## config.mk

```make
export PLATFORM = sky130hd
export DESIGN_NAME = rom_dl_packer
export DESIGN_NICKNAME = d
export VERILOG_FILES = /design/src/rtl/rom_dl_pkg.sv /design/src/rtl/rom_dl_fifo.sv /design/src/rtl/rom_dl_packer.sv
export SDC_FILE = /design/constraint.sdc
export NUM_CORES = 1
export LEC_CHECK = 0
export ABC_AREA = 1
export BUFFER_PORTS_ARGS = -buffer_cell sky130_fd_sc_hd__buf_2
export CAP_MARGIN = 10
export CORE_ASPECT_RATIO = 1.5
export CORE_MARGIN = 3
export CORE_UTILIZATION = 30
export CTS_CLUSTER_DIAMETER = 60
export CTS_CLUSTER_SIZE = 24
export DETAILED_ROUTE_END_ITERATION = 8
export GPL_ROUTABILITY_DRIVEN = 1
export GPL_TIMING_DRIVEN = 0
export HOLD_SLACK_MARGIN = 0.08
export PLACE_DENSITY = 0.44
export SLEW_MARGIN = 20
export SYNTH_ARGS = -nofsm -noshare
export SYNTH_HDL_FRONTEND = slang
export SYNTH_SLANG_ARGS = --single-unit
```

## constraint.sdc

```tcl
create_clock -name clk_sys -period 4.86 [get_ports clk_sys]
set_input_delay 0.243 -clock clk_sys [delete_from_list [all_inputs] [get_ports clk_sys]]
set_output_delay 0.243 -clock clk_sys [all_outputs]
set_load 0.1 [all_outputs]
```

## src/rtl/rom_dl_pkg.sv

```systemverilog
// Shared types and constants for the ROM download byte-to-word packer.
// One FIFO entry carries a word address, the 16-bit data and its byte enables.
package rom_dl_pkg;

   typedef struct packed {
      logic [23:0] addr;
      logic [15:0] data;
      logic [1:0]  be;
   } dl_word_t;

   typedef enum logic [1:0] {
      IDLE  = 2'd0,
      RUN   = 2'd1,
      FLUSH = 2'd2,
      DRAIN = 2'd3
   } dl_st_e;

   localparam logic [1:0] BE_HI  = 2'b10;
   localparam logic [1:0] BE_LO  = 2'b01;
   localparam logic [1:0] BE_ALL = 2'b11;

   function automatic dl_word_t make_word(input logic [23:0] addr,
                                          input logic [7:0]  hi,
                                          input logic [7:0]  lo,
                                          input logic [1:0]  be);
      dl_word_t w;
      w.addr = addr;
      w.data = {hi, lo};
      w.be   = be;
      return w;
   endfunction

endpackage

```

## src/rtl/rom_dl_fifo.sv

```systemverilog
// Single-clock FIFO with first-word-fall-through head output.
// Pointers wrap modulo the depth; occupancy is one bit wider than the pointers.
module rom_dl_fifo #(
   parameter type T  = logic [7:0],
   parameter int  AW = 3
) (
   input  logic        clk_sys,
   input  logic        rst_n,
   input  logic        push,
   input  T            push_data,
   input  logic        pop,
   output T            head,
   output logic        full,
   output logic        empty,
   output logic [AW:0] count
);

   localparam int DEPTH = 2 ** AW;

   T              mem [DEPTH];
   logic [AW-1:0] wr_ptr_reg;
   logic [AW-1:0] rd_ptr_reg;
   logic [AW:0]   count_reg;
   logic          do_pop;

   assign do_pop = pop && !empty;

   // Storage is left unreset; the top gates the head fields while empty.
   always_ff @(posedge clk_sys) begin
      if (push) begin
         mem[wr_ptr_reg] <= push_data;
      end
   end

   always_ff @(posedge clk_sys or negedge rst_n) begin
      if (!rst_n) begin
         wr_ptr_reg <= '0;
         rd_ptr_reg <= '0;
         count_reg  <= '0;
      end else begin
         if (push) begin
            wr_ptr_reg <= wr_ptr_reg + 1'b1;
         end
         if (do_pop) begin
            rd_ptr_reg <= rd_ptr_reg + 1'b1;
         end
         case ({push, do_pop})
            2'b10:   count_reg <= count_reg + 1'b1;
            2'b01:   count_reg <= count_reg - 1'b1;
            default: count_reg <= count_reg;
         endcase
      end
   end

   assign head  = mem[rd_ptr_reg];
   assign count = count_reg;
   assign full  = (count_reg == (AW + 1)'(DEPTH));
   assign empty = (count_reg == '0);

endmodule

```

## src/rtl/rom_dl_packer.sv

```systemverilog
// Pairs download bytes into big-endian 16-bit words, buffers them in a FIFO
// and writes them to SDRAM one per handshake, signalling the end of the drain.
module rom_dl_packer
   import rom_dl_pkg::*;
#(
   parameter int FIFO_AW  = 3,
   parameter int WAIT_LVL = 6
) (
   input  logic        clk_sys,
   input  logic        rst_n,
   input  logic        ioctl_download,
   input  logic        ioctl_wr,
   input  logic [24:0] ioctl_addr,
   input  logic [7:0]  ioctl_dout,
   output logic        ioctl_wait,
   output logic        sdram_req,
   input  logic        sdram_ack,
   output logic [23:0] sdram_addr,
   output logic [15:0] sdram_din,
   output logic [1:0]  sdram_be,
   output logic        dl_busy,
   output logic        dl_done
);

   dl_st_e           state_reg, state_next;
   logic             wr_d_reg, dl_d_reg;
   logic             rise_hold_reg, rise_hold_next;
   logic             stg_vld_reg;
   logic [24:0]      stg_addr_reg;
   logic [7:0]       stg_data_reg;
   logic             pend_vld_reg, pend_vld_next;
   logic [23:0]      pend_addr_reg, pend_addr_next;
   logic [7:0]       pend_data_reg, pend_data_next;
   logic             wait_reg, done_reg, done_next;
   logic             byte_evt, dl_rise, flush_pend, stg_done;
   logic             fifo_push, fifo_pop, fifo_full, fifo_empty;
   logic [FIFO_AW:0] fifo_count;
   dl_word_t         push_word, fifo_head;

   assign dl_rise  = ioctl_download && !dl_d_reg;
   assign byte_evt = ioctl_wr && !wr_d_reg && ioctl_download && (state_reg == RUN);

   // FLUSH waits for a byte still in the stage so that at most one push happens per cycle.
   always_comb begin
      state_next     = state_reg;
      rise_hold_next = rise_hold_reg;
      done_next      = 1'b0;
      flush_pend     = 1'b0;
      case (state_reg)
         IDLE: begin
            if (dl_rise || rise_hold_reg) begin
               state_next     = RUN;
               rise_hold_next = 1'b0;
            end
         end
         RUN: begin
            if (!ioctl_download) begin
               state_next = FLUSH;
            end
         end
         FLUSH: begin
            if (dl_rise) begin
               rise_hold_next = 1'b1;
            end
            if (!stg_vld_reg) begin
               flush_pend = pend_vld_reg;
               state_next = DRAIN;
            end
         end
         DRAIN: begin
            if (dl_rise) begin
               rise_hold_next = 1'b1;
            end
            if (fifo_empty) begin
               done_next  = 1'b1;
               state_next = IDLE;
            end
         end
         default: state_next = IDLE;
      endcase
   end

   // A mismatch leaves the new byte in the stage for a second pass once pending is flushed.
   always_comb begin
      fifo_push      = 1'b0;
      push_word      = '0;
      stg_done       = 1'b0;
      pend_vld_next  = pend_vld_reg;
      pend_addr_next = pend_addr_reg;
      pend_data_next = pend_data_reg;
      if (stg_vld_reg) begin
         if (!stg_addr_reg[0] && !pend_vld_reg) begin
            pend_vld_next  = 1'b1;
            pend_addr_next = stg_addr_reg[24:1];
            pend_data_next = stg_data_reg;
            stg_done       = 1'b1;
         end else if (stg_addr_reg[0] && pend_vld_reg &&
                      (pend_addr_reg == stg_addr_reg[24:1])) begin
            fifo_push     = 1'b1;
            push_word     = make_word(pend_addr_reg, pend_data_reg, stg_data_reg, BE_ALL);
            pend_vld_next = 1'b0;
            stg_done      = 1'b1;
         end else if (pend_vld_reg) begin
            fifo_push     = 1'b1;
            push_word     = make_word(pend_addr_reg, pend_data_reg, 8'h00, BE_HI);
            pend_vld_next = 1'b0;
         end else begin
            fifo_push = 1'b1;
            push_word = make_word(stg_addr_reg[24:1], 8'h00, stg_data_reg, BE_LO);
            stg_done  = 1'b1;
         end
      end else if (flush_pend) begin
         fifo_push     = 1'b1;
         push_word     = make_word(pend_addr_reg, pend_data_reg, 8'h00, BE_HI);
         pend_vld_next = 1'b0;
      end
   end

   always_ff @(posedge clk_sys or negedge rst_n) begin
      if (!rst_n) begin
         state_reg     <= IDLE;
         wr_d_reg      <= 1'b0;
         dl_d_reg      <= 1'b0;
         rise_hold_reg <= 1'b0;
         stg_vld_reg   <= 1'b0;
         stg_addr_reg  <= '0;
         stg_data_reg  <= '0;
         pend_vld_reg  <= 1'b0;
         pend_addr_reg <= '0;
         pend_data_reg <= '0;
         wait_reg      <= 1'b0;
         done_reg      <= 1'b0;
      end else begin
         state_reg     <= state_next;
         wr_d_reg      <= ioctl_wr;
         dl_d_reg      <= ioctl_download;
         rise_hold_reg <= rise_hold_next;
         if (byte_evt) begin
            stg_vld_reg  <= 1'b1;
            stg_addr_reg <= ioctl_addr;
            stg_data_reg <= ioctl_dout;
         end else if (stg_done) begin
            stg_vld_reg <= 1'b0;
         end
         pend_vld_reg  <= pend_vld_next;
         pend_addr_reg <= pend_addr_next;
         pend_data_reg <= pend_data_next;
         wait_reg      <= (fifo_count >= (FIFO_AW + 1)'(WAIT_LVL));
         done_reg      <= done_next;
      end
   end

   assign fifo_pop = sdram_ack && !fifo_empty;

   rom_dl_fifo #(
      .T  (dl_word_t),
      .AW (FIFO_AW)
   ) u_fifo (
      .clk_sys   (clk_sys),
      .rst_n     (rst_n),
      .push      (fifo_push && !fifo_full),
      .push_data (push_word),
      .pop       (fifo_pop),
      .head      (fifo_head),
      .full      (fifo_full),
      .empty     (fifo_empty),
      .count     (fifo_count)
   );

   // Head fields are forced to zero while empty so stale RAM contents never show.
   assign sdram_req  = !fifo_empty;
   assign sdram_addr = fifo_empty ? '0 : fifo_head.addr;
   assign sdram_din  = fifo_empty ? '0 : fifo_head.data;
   assign sdram_be   = fifo_empty ? '0 : fifo_head.be;
   assign ioctl_wait = wait_reg;
   assign dl_busy    = (state_reg != IDLE);
   assign dl_done    = done_reg;

endmodule

```

==> results.yml <==
run_status:
  run_status: "finished, final reports clean"
synthesis:
  synthTopCellsByArea: "edfxtp_1 59%, dfrtp_1 12%, nor2_1 9.0%"
  syn-num-nets: 1518
  synth_top_area_share_pct: 58.7
  syn_inst: 1470
  yosysSeqAreaShare_pct: 70.9
  yosysTopAreaCell: "edfxtp_1"
  syn_avg_cell_area_um2: 11.7
  synth-seq-cells: 420
  netlist_area_um2: 17200
  synth_cell_types: 28
  synth_warnings: 0
critical_path:
  end_kind: "output pin"
  worst_setup_path_start_kind: "flip-flop"
  crit_slowest_cell: "clkbuf_1"
  criticalPathCategory: "flip-flop to output pin"
  path_max_fanout: 10
  rr_worst_depth: 9
  cp_common_cell: "buf_2"
  cp.arrival_ns: 3.25
  cp_data_required_time_ns: 4.62
  path_cells: "buf_2 > buf_2 > clkbuf_1 > o21ai_0 > o32ai_1 > o21ai_0 > nor2_1 > buf_2"
  max_stage_delay_ns: 0.52
routing:
  firstDrtPassIters: 5
  remaining_drc_errors: 0
  antenna_left: 0
  via_per_inst: 4.79
  drtIter0Drc: 869
  wl_per_cell_um: 20.8
  vias: 11559
  wirelength_um: 50200
finish:
  layout.area.seq_um2: 12200
  final_cell_mix: "404 x nor2_1, 336 x edfxtp_1, 143 x o21ai_0, 114 x nand2_1, 111 x buf_2"
  syn2layout_area_growth_pct: 18.8
  n_antenna_cell: 0
  num-nets-final: 1686
  fillers: 5601
  final_core_util_pct: 36.3
  final_common_cell: "nor2_1"
  layout-drive-gt1-share_pct: 12.2
  largest_reg_flops: 336
  multi_input_comb_area_um2: 4450
sta:
  holdWs_ns: 0.234
  slew_headroom_pct: 27.4
  fmax_mhz: 286
  finalCritPeriodShare_pct: 71.9
  finalClockSkew_ns: 0.0216
  finalSetupViolCount: 0
  finalMaxSlewViolations: 0
  setup_ws_ns: 1.37
  finalCriticalPeriod_ns: 3.49
  rsz0062_at_grt: "false"
  hold_viol_final: 0
  worstMarginPinSlew_ns: 1.09
grt:
  antenna_found_initial: 0
  grt_pass1_wl_um: 75800
  grt.overflow.total: 0
  first_global_vias: 11932
  grt_max_degree: 74
  grtUsageTotal_pct: 16.5
clocking:
  cts_tree: "done"
  numCtsBuffers: 27
  cts.sinks: 420
  cts_root_buffer: "clkbuf_16"
  clockBufferDepth: 3
  insertion_delay_ns: 0.58
  path_clk_slew_ns: 0.09
  htreeDepth: 1
die:
  io_pins: 84
  start_util_pct: 30.6
  core_area_um2: 56200
  die-area_um2: 60300
  die_w_um: 202
  rows: 106
  die_h_um: 299
place:
  place_hpwl_um: 35100
  io_buffers: 83
  finalWeightedCongestion: 0.793
  pre_cts_ws_ns: 1.76
flow_run:
  drv_cap: 0
worst_hold_path:
  min_path_type: "primary input to async pin"
-- cell families after synthesis --
| group | Yosys count | synth area share, % |
|---|---|---|
| compound gates | 320 | 11.6 |
| simple gates | 539 | 11.9 |
| flops | 420 | 70.9 |
| xor+xnor | 14 | 0.713 |
| fa+ha+maj | 10 | 0.727 |
| mux | 1 | 0.0655 |
| buf+inv | 166 | 4.09 |
-- per-stage QoR --
stage               instances  setup TNS, ns  area, µm²
CTS                      2413              0      20400
finish                   2413              0      20400
global route             2413              0      20400
detailed placement       2327              0      19100
global placement         2309        -324.74      18600
floorplan                1470              0      17200
-- routing by layer --
layer / routed length (µm) / track usage, % / vias to the layer above / part of all wire [%]
met3: 1730 / 1.64 / 77 / 3.5
met5: 0 / 0 / - / 0
li1: - / - / 5523 / -
met2: 26100 / 30.1 / 255 / 52
met4: 1340 / 4.94 / 0 / 2.7
met1: 21000 / 20.6 / 5704 / 42
-- critical path: cells and delay by family, from the launching register on --
kind	cells	cell delay, ns
flip-flops	1	0.35
AND/OR/NAND/NOR	1	0.17
buffers and inverters	4	1.48
AO/OA/AOI/OAI	3	0.66
-- cell type report --
| cell class | count | area share, % |
|---|---|---|
| tap | 756 | 4.63 |
| buffer | 88 | 2.00 |
| multi-input combinational | 884 | 21.8 |
| timing repair buffer | 139 | 6.20 |
| sequential | 420 | 59.7 |
| clock buffer | 29 | 3.34 |
| inverter | 78 | 1.44 |
| clock inverter | 19 | 0.961 |
-- cells in the mapped netlist, drive strengths merged --
library cell / number
mux2: 1
nand2: 114
clkinv: 1
o21bai: 1
xnor2: 8
nor3: 2
or2: 1
clkbuf: 47
o31ai: 7
o32ai: 101
o22ai: 1
a21oi: 37
ha: 10
nor2: 412
o21ai: 173
xor2: 6
nand3: 9
buf: 41
inv: 77
dfrtp: 84
edfxtp: 336
or3b: 1
-- final timing paths --
| path | start | end | slack [ns] |
|---|---|---|---|
| worst min register to register | pend_data_reg[1] | pend_data_reg[1] | 0.49 |
| worst min-delay path | rst_n | stg_addr_reg[16] | 0.23 |
| worst max-delay path | u_fifo.rd_ptr_reg[1] | sdram_din[12] | 1.37 |
| min in group clk_sys | ioctl_wr | wr_d_reg | 0.32 |
| max in group asynchronous | rst_n | stg_addr_reg[12] | 3.70 |
| worst max register to register | state_reg[0] | u_fifo.mem[4][30] | 1.82 |
-- what timing repair did --
item                      4_1_cts  5_1_grt
hold endpoints to repair      121        0
gates resized for setup         0        0
hold buffers                   38        0
setup buffers                   0        0
Power is left out: the tool's default activity adds up to more than one toggle a clock period on the data nets, which glitch-free logic cannot reach.
